[config.mk]
export PLATFORM = sky130hd
export DESIGN_NAME = rca_arbiter
export DESIGN_NICKNAME = d
export VERILOG_FILES = /design/src/rtl/rca_arbiter.sv
export SDC_FILE = /design/constraint.sdc
export NUM_CORES = 1
export LEC_CHECK = 0
export BUFFER_PORTS_ARGS = -buffer_cell sky130_fd_sc_hd__buf_2
export CAP_MARGIN = 0
export CORE_MARGIN = 3
export CORE_UTILIZATION = 43
export CTS_CLUSTER_SIZE = 28
export DETAILED_ROUTE_END_ITERATION = 8
export PLACE_DENSITY = 0.81
export SLEW_MARGIN = 20
export SYNTH_ARGS = -nofsm -noshare
export SYNTH_HDL_FRONTEND = slang
export SYNTH_SLANG_ARGS = --single-unit
[constraint.sdc]
create_clock -name clk -period 4.8 [get_ports clk]
set_input_delay 0.72 -clock clk [delete_from_list [all_inputs] [get_ports clk]]
set_output_delay 0.72 -clock clk [all_outputs]
set_load 0.1 [all_outputs]
[src/rtl/rca_arbiter.sv]
// rtl/rca_arbiter.sv - round-robin arbiter sharing one ripple-carry adder between two requesters
// Optional grant counters are built when RCA_ARBITER_STATS_EN is defined.

module rca_full_adder (
  input  logic a,
  input  logic b,
  input  logic ci,
  output logic s,
  output logic co
);
  assign s  = a ^ b ^ ci;
  assign co = (a & b) | (ci & (a ^ b));
endmodule

module rca_adder #(
  parameter int SIZE = 8
) (
  input  logic [SIZE-1:0] a,
  input  logic [SIZE-1:0] b,
  output logic [SIZE:0]   sum
);
  logic [SIZE:0]   carry;
  logic [SIZE-1:0] s;

  // No carry-in: overflow shows up only in the MSB of the result.
  assign carry[0] = 1'b0;

  for (genvar i = 0; i < SIZE; i++) begin : g_bit
    rca_full_adder u_fa (
      .a  (a[i]),
      .b  (b[i]),
      .ci (carry[i]),
      .s  (s[i]),
      .co (carry[i+1])
    );
  end

  assign sum = {carry[SIZE], s};
endmodule

module rca_arbiter #(
  parameter int SIZE = 8
) (
  input  logic            clk,
  input  logic            rst,
  input  logic            req0_valid,
  output logic            req0_ready,
  input  logic [SIZE-1:0] req0_a,
  input  logic [SIZE-1:0] req0_b,
  input  logic            req1_valid,
  output logic            req1_ready,
  input  logic [SIZE-1:0] req1_a,
  input  logic [SIZE-1:0] req1_b,
  output logic            rsp_valid,
  input  logic            rsp_ready,
  output logic            rsp_id,
  output logic [SIZE:0]   rsp_result
`ifdef RCA_ARBITER_STATS_EN
  ,
  input  logic            stats_clr,
  output logic [15:0]     grant_cnt0,
  output logic [15:0]     grant_cnt1
`endif
);
  // EMPTY/FULL is carried directly by rsp_valid_q.
  localparam logic ST_EMPTY = 1'b0;
  localparam logic ST_FULL  = 1'b1;

  logic            rsp_valid_q, rsp_valid_d;
  logic            rsp_id_q, rsp_id_d;
  logic [SIZE:0]   rsp_result_q, rsp_result_d;
  logic            rr_ptr_q, rr_ptr_d;

  logic            can_accept;
  logic            grant_any;
  logic            grant_idx;
  logic            accept;
  logic [SIZE-1:0] op_a;
  logic [SIZE-1:0] op_b;
  logic [SIZE:0]   sum;

  always_comb begin
    can_accept = (rsp_valid_q == ST_EMPTY) | rsp_ready;
    grant_any  = req0_valid | req1_valid;
    // Contention defers to the pointer; a lone requester always wins.
    if (req0_valid & req1_valid) begin
      grant_idx = rr_ptr_q;
    end else begin
      grant_idx = req1_valid;
    end
    req0_ready = ~rst & can_accept & grant_any & ~grant_idx & req0_valid;
    req1_ready = ~rst & can_accept & grant_any &  grant_idx & req1_valid;
    accept     = req0_ready | req1_ready;
    op_a       = grant_idx ? req1_a : req0_a;
    op_b       = grant_idx ? req1_b : req0_b;
  end

  rca_adder #(.SIZE(SIZE)) u_rca (
    .a   (op_a),
    .b   (op_b),
    .sum (sum)
  );

  always_comb begin
    rsp_valid_d  = rsp_valid_q;
    rsp_id_d     = rsp_id_q;
    rsp_result_d = rsp_result_q;
    rr_ptr_d     = rr_ptr_q;
    if (accept) begin
      rsp_valid_d  = ST_FULL;
      rsp_id_d     = grant_idx;
      rsp_result_d = sum;
      rr_ptr_d     = ~grant_idx;
    end else if (rsp_ready) begin
      rsp_valid_d  = ST_EMPTY;
    end
  end

  always_ff @(posedge clk) begin
    if (rst) begin
      rsp_valid_q  <= ST_EMPTY;
      rsp_id_q     <= 1'b0;
      rsp_result_q <= '0;
      rr_ptr_q     <= 1'b0;
    end else begin
      rsp_valid_q  <= rsp_valid_d;
      rsp_id_q     <= rsp_id_d;
      rsp_result_q <= rsp_result_d;
      rr_ptr_q     <= rr_ptr_d;
    end
  end

  assign rsp_valid  = rsp_valid_q;
  assign rsp_id     = rsp_id_q;
  assign rsp_result = rsp_result_q;

`ifdef RCA_ARBITER_STATS_EN
  logic [15:0] grant_cnt0_q, grant_cnt0_d;
  logic [15:0] grant_cnt1_q, grant_cnt1_d;

  // Clear wins over increment; counts stick at all-ones.
  always_comb begin
    grant_cnt0_d = grant_cnt0_q;
    grant_cnt1_d = grant_cnt1_q;
    if (stats_clr) begin
      grant_cnt0_d = '0;
      grant_cnt1_d = '0;
    end else begin
      if (req0_ready && grant_cnt0_q != 16'hFFFF) grant_cnt0_d = grant_cnt0_q + 16'd1;
      if (req1_ready && grant_cnt1_q != 16'hFFFF) grant_cnt1_d = grant_cnt1_q + 16'd1;
    end
  end

  always_ff @(posedge clk) begin
    if (rst) begin
      grant_cnt0_q <= '0;
      grant_cnt1_q <= '0;
    end else begin
      grant_cnt0_q <= grant_cnt0_d;
      grant_cnt1_q <= grant_cnt1_d;
    end
  end

  assign grant_cnt0 = grant_cnt0_q;
  assign grant_cnt1 = grant_cnt1_q;
`endif
endmodule

==> Flow_metrics.wiki, run 1 <==
{| class="wikitable"
! Metric !! Value
|-
| Result of the run || complete, no violations
|-
| Kind of start point of the critical path || primary input
|-
| CP arrival || 4.17 ns
|-
| Vias in the first global route || between 800 and 900
|-
| Final sum of negative setup slack || 0 ns
|-
| Clk slew on worst S/H paths || ~0.08 ns
|-
| Detailed-route wire length || about 2100 um
|-
| Global-route wire length before repair || approximately 3400 um
|-
| Post-CTS Repair Setup Buffers || 0
|-
| Count of yosys warnings during synthesis || 0
|-
| Placed insts || between 150 and 200
|-
| Core outline area || 1821 um^2
|-
| Critical Path End Type || flop
|-
| TritonCTS Buffers || 3
|-
| CTS H-tree depth || 1
|-
| Top cells by area, synth || dfxtp_1 (27%), fa_1 (16%), mux2_2 (8.9%)
|-
| Number of DRC violations after detailed routing || 0
|-
| Area of combinational cells with multiple inputs || 585.6 um^2
|-
| Die area || 2631 um^2
|-
| Fraction of the yosys area taken by sequential cells || around 27%
|-
| Setup repair after global routing missed its margin || false
|-
| Startpoint of the worst hold path || rsp_id
|-
| Die width || between 50 and 60 um
|-
| Hold-fix buffer count after cts || 0
|-
| FF-to-FF path depth || 14
|-
| Remaining antenna violation count after routing || 0
|-
| Routed vias/inst || around 5.3
|-
| Via count of the routed design || between 800 and 900
|-
| Maximum capacitance violations || 0
|-
| Share of post-route cells with drive strength above 1 || roughly half
|-
| Count of endpoints failing hold in the final timing report || 0
|-
| Power consumption || between 300 and 400 uW
|-
| Post-synthesis cell type with the largest combined area || dfxtp_1
|-
| Startpoint-to-endpoint class of the critical path || in2reg
|-
| Synthesized cell area || around 880 um^2
|-
| Total routing resource utilization after global routing || between 10% and 20%
|-
| Worst Path Max Fanout || 8
|-
| Synth Net Count || ~130
|-
| #FFs+latches synth || 12
|-
| CTS Root Cell || clkbuf_4
|-
| Worst Hold Path Cells || 2
|-
| First-pass detailed-route iteration total || 4
|-
| Distinct cell type count of the synthesized netlist || 26
|-
| Synth-to-layout area growth || 31.63%
|-
| Number of filler instances in the final layout || 170
|-
| Total grt overflow || 0
|-
| Normalized max-slew margin || roughly 50%
|-
| Maximum number of pins on one net before global-route repair || 16
|-
| Vertical die dimension || 51.29 um
|-
| Total setup violations reported at the end of the flow || 0
|-
| Number of slew-limit violations in the final report || 0
|-
| Highest achievable clock rate || approximately 250 MHz
|-
| Avg Synthesized Cell Area || 10.50 um^2
|-
| Clock period minus final worst setup slack || approximately 3.9 ns
|-
| Clock sink count || 12
|-
| Number of rows created at floorplan || 15
|-
| Antenna violations before repair || 0
|-
| Worst r2r dst || rsp_result[7]
|-
| Placer Congestion || about 0.75
|-
| Register-to-register path setup slack || approximately 1.1 ns
|-
| Initial DRC Count || 10
|-
| End point of the most critical hold path || rsp_id
|-
| Clock latency reported for the late side of the worst-skew pair || approximately 0.28 ns
|-
| Top-Level Pins || 50
|-
| Port bufs || just under 50
|-
| # resized after CTS || 0
|-
| Clock skew after layout || 0.005569 ns
|-
| Maximum clock insertion buffer count || 2
|-
| Worst voltage drop across the vdd grid || around 0.15 mV
|-
| Leakage power summed over all cells || 0.0005873 uW
|-
| Fin cells || 157
|-
| WP data required || about 5 ns
|-
| Initial cell density of the core || 48.45%
|-
| Number of standard cells after synthesis || 84
|-
| CTS tree || built
|-
| Sequential cell area || roughly 240 um^2
|-
| Total power divided by cell area || roughly 340 nW/um^2
|-
| Estimated wirelength of the detail-placed design || roughly 1700 um
|-
| Worst Hold Class || reg2reg
|-
| Slew @ Worst Pin || roughly 0.73 ns
|-
| Highest-count cells in the layout ignoring fill and taps || buf_2 (49), dfxtp_1 (12), mux2_2 (7), o211ai_1 (7), fa_1 (7)
|-
| Share of the cycle needed by the critical path after routing || 82.11%
|-
| Net total in the final layout || 178
|-
| Start of the worst register-to-register path || rr_ptr_q
|-
| Share of Yosys cell area claimed by the top area cell type || between 20% and 30%
|-
| Count of inserted antenna diode cells || 0
|-
| Wire length per cell || 13.54 um
|-
| Most common library cell in the layout ignoring fill and taps || buf_2
|}
## kinds of logic (layout without fill, tap and decap cells)
logic type	Yosys count	after routing	share of synthesized area [%]
compound gates	20	20	16.74
simple gates	18	18	10.78
mux	16	16	20.85
flops	12	12	27.23
buf+inv	10	58	7.092
fa+ha+maj	8	8	17.30
## routing by layer
metal  part of all wire, %  vias to the layer above  GRT usage (%)  wire length (um)
met5                     0                        -              0                 0
met4                   1.2                        0          6.550                25
met3                   7.1                        3          2.332               150
met2                    52                       38          31.76              1103
met1                    40                      380          19.13               847
li1                      -                      410              -                 -
## sequential cells by signal (all words and copies together) (netlist names)
signal	count
rr_ptr_q	1
rsp_id	1
rsp_result	9
rsp_valid	1
## cells in the mapped netlist
| master | n |
|---|---|
| a311oi_1 | 1 |
| fa_1 | 7 |
| dfxtp_1 | 12 |
| nor3_1 | 2 |
| a211oi_1 | 3 |
| a31oi_1 | 3 |
| ha_1 | 1 |
| o211ai_1 | 7 |
| buf_12 | 1 |
| nand2b_1 | 1 |
| o21ai_0 | 1 |
| buf_4 | 1 |
| o21ai_4 | 1 |
| inv_2 | 1 |
| nand4_1 | 6 |
| nor2b_1 | 1 |
| a21oi_1 | 3 |
| mux2i_1 | 6 |
| a2111oi_0 | 1 |
| inv_1 | 3 |
| or2_1 | 1 |
| nor2_2 | 1 |
| mux2_2 | 7 |
| buf_2 | 4 |
| nand2_1 | 6 |
| mux2_4 | 3 |
## power by group
| group | switching [uW] | internal [uW] | total, uW |
|---|---|---|---|
| Clock | 35.7 | 46.1 | 81.8 |
| Combinational | 137 | 52.0 | 189 |
| Sequential | 7.46 | 112 | 119 |
| Total | 180 | 210 | 390 |
## cell type report
class / count / share of cell area [%]
Timing Repair Buffer: 50 / 21.77
Multi-Input combinational cell: 62 / 50.43
Tap cell: 25 / 2.694
Sequential cell: 12 / 20.69
Clock buffer: 4 / 3.125
Inverter: 4 / 1.293
## how the worst max path moves through the flow
stage	start	endpoint	slack, ns
2_1_floorplan	req0_valid	rsp_result[7]	0.78
3_3_place_gp	req0_valid	rsp_result[7]	0.65
3_5_place_dp	req0_valid	rsp_result[7]	0.54
4_1_cts	req0_valid	rsp_result[7]	0.84
5_1_grt	req0_valid	rsp_result[7]	0.67
6_report	req0_valid	rsp_result[7]	0.86
## per-stage QoR
stage	hold WS [ns]	worst slack, ns	util, %	cell area (um^2)
3_3_place_gp	0.4724	0.6516	61.79	1125
4_1_cts	0.4824	0.8427	63.78	1161
2_1_floorplan	0.5736	0.7755	-	888.4
3_5_place_dp	0.4715	0.5435	61.79	1125
5_1_grt	0.5057	0.6661	63.78	1161
6_report	0.4823	0.8586	63.78	1161
## critical path, cell delays in order
cell and delay [ns]:
buf_2 0.13, inv_2 0.07, o21ai_4 0.27, mux2_2 0.38
ha_1 0.19, fa_1 0.38, fa_1 0.39, fa_1 0.36
inv_1 0.07, fa_1 0.19, fa_1 0.19, fa_1 0.16
inv_1 0.05, fa_1 0.48, nand4_1 0.07, nand2_1 0.07
Power figures use the tool's default switching activity.
==> run 2, diff against run 1 <==
==> constraint.sdc (replaced) <==
create_clock -name clk -period 4 [get_ports clk]
set_input_delay 0.6 -clock clk [delete_from_list [all_inputs] [get_ports clk]]
set_output_delay 0.6 -clock clk [all_outputs]
set_load 0.1 [all_outputs]
==> run 2 against run 1 <==
  * Die area is the same
  * Combinational power grew 21%
  * Critical path depth stayed put
  * Via count up 3.0%
  * Clock-buffer cell count is the same
  * Cell area rose by 1.3%
==> Flow_metrics.wiki, run 2 (synthesis results as in run 1) <==
{| class="wikitable"
! Metric !! Value
|-
| Routed vias/inst || 5.384
|-
| FF-to-FF path depth || 14
|-
| Worst Hold Path Cells || 2
|-
| CTS Root Cell || clkbuf_4
|-
| Clock latency reported for the late side of the worst-skew pair || between 0.2 and 0.3 ns
|-
| Share of post-route cells with drive strength above 1 || 52.24%
|-
| # resized after CTS || 0
|-
| Net total in the final layout || 180
|-
| Number of filler instances in the final layout || between 150 and 200
|-
| Worst Path Max Fanout || 6
|-
| Worst Setup Slack, final || about 0.28 ns
|-
| Port bufs || 49
|-
| Initial cell density of the core || 48.45%
|-
| Synth-to-layout area growth || 33.33%
|-
| Clock sink count || 12
|-
| Power consumption || between 400 and 500 uW
|-
| Highest achievable clock rate || 268.5 MHz
|-
| Via count of the routed design || about 860
|-
| Critical Path End Type || flop
|-
| Clock period minus final worst setup slack || roughly 3.7 ns
|-
| Core outline area || 1821 um^2
|-
| Vertical die dimension || approximately 50 um
|-
| Die area || about 2600 um^2
|-
| Slew @ Worst Pin || approximately 0.78 ns
|-
| Kind of start point of the critical path || primary input
|-
| Most common library cell in the layout ignoring fill and taps || buf_2
|-
| TritonCTS Buffers || 3
|-
| Total routing resource utilization after global routing || roughly a fifth
|-
| Number of rows created at floorplan || 15
|-
| WP data required || around 4.2 ns
|-
| Antenna violations before repair || 0
|-
| Startpoint-to-endpoint class of the critical path || in2reg
|-
| Setup repair after global routing missed its margin || false
|-
| Total power divided by cell area || ~400 nW/um^2
|-
| Post-route cell area || about 1200 um^2
|-
| Initial DRC Count || 8
|-
| Maximum capacitance violations || 0
|-
| Global-route wire length before repair || between 3000 and 4000 um
|-
| Maximum clock insertion buffer count || 2
|-
| Final standard cell utilization of the core || 64.60%
|-
| Top-Level Pins || 50
|-
| First-pass detailed-route iteration total || 4
|-
| Count of endpoints failing hold in the final timing report || 0
|-
| CTS tree || built
|-
| Maximum number of pins on one net before global-route repair || 16
|-
| Hold-fix buffer count after cts || 0
|-
| Result of the run || complete, no violations
|-
| Total grt overflow || 0
|-
| Post-CTS Repair Setup Buffers || 0
|-
| Placer Congestion || roughly 0.73
|-
| Clock skew after layout || 0.006854 ns
|-
| Worst voltage drop across the vdd grid || around 0.18 mV
|-
| Die width || between 50 and 60 um
|-
| Detailed-route wire length || around 2200 um
|-
| Wire length per cell || roughly 14 um
|-
| Remaining antenna violation count after routing || 0
|-
| CP arrival || a little under 4 ns
|-
| Highest-count cells in the layout ignoring fill and taps || buf_2 (49), dfxtp_1 (12), mux2_2 (7), o211ai_1 (7), fa_1 (7)
|-
| CTS H-tree depth || 1
|-
| Total setup violations reported at the end of the flow || 0
|-
| Number of slew-limit violations in the final report || 0
|-
| Normalized max-slew margin || ~48%
|-
| Dpl ws || -0.002607 ns
|-
| Vias in the first global route || 840
|-
| Clk slew on worst S/H paths || 0.08 ns
|-
| Largest register FFs || 9
|-
| Leakage power summed over all cells || between 0.0005 and 0.0006 uW
|-
| Number of DRC violations after detailed routing || 0
|-
| Worst Hold Class || reg2reg
|-
| Share of the cycle needed by the critical path after routing || between 90% and 100%
|-
| Placed inst area || around 1100 um^2
|-
| Estimated wirelength of the detail-placed design || ~1700 um
|-
| Count of inserted antenna diode cells || 0
|}
run 2: area by class of cell:
type	count	area [um^2]	area share (%)
clock buffers	4	36.28	3.085
inverters	4	15.01	1.277
multi-input cells	62	585.6	49.79
flip-flops and latches	12	240.2	20.43
well taps	25	31.28	2.660
repair buffers	52	267.8	22.77
run 2: final timing paths:
| path | start | to | slack, ns |
|---|---|---|---|
| min | rsp_result[1] | rsp_result[1] | 0.49 |
| max reg2reg | rr_ptr_q | rsp_result[7] | 0.32 |
| min reg2reg | rsp_result[1] | rsp_result[1] | 0.49 |
| max | req0_valid | rsp_result[7] | 0.28 |
run 2: routing by layer:
metal  share of wire [%]  vias to the layer above  wire length [um]  track usage (%)
met5                   0                        -                 0                0
met3                 9.1                        4               198            3.790
met4                 2.3                        0                51            10.48
met2                  47                       46              1031            31.12
li1                    -                      412                 -                -
met1                  41                      394               891            23.23
run 2: stage by stage:
| stage | hold slack (ns) | TNS, ns | cells |
|---|---|---|---|
| global placement | 0.4713 | 0 | 155 |
| detailed placement | 0.4789 | -0.002607 | 155 |
| finish | 0.4894 | 0 | 159 |
| floorplan | 0.5736 | 0 | 84 |
| global route | 0.5296 | 0 | 159 |
| CTS | 0.4913 | 0 | 159 |
run 2: worst max-delay path, cell delays in order:
cell,delay (ns)
buf_2,0.10
inv_2,0.06
o21ai_4,0.22
mux2_2,0.37
ha_1,0.19
fa_1,0.38
fa_1,0.39
fa_1,0.36
inv_1,0.08
fa_1,0.17
fa_1,0.19
fa_1,0.17
inv_1,0.05
fa_1,0.47
nand4_1,0.07
nand2_1,0.08
run 2: report_power, final:
part           internal [uW]  switching [uW]  total, uW
Clock                   55.4            42.5       97.9
Combinational           62.9             165        228
Sequential               134            8.62        143
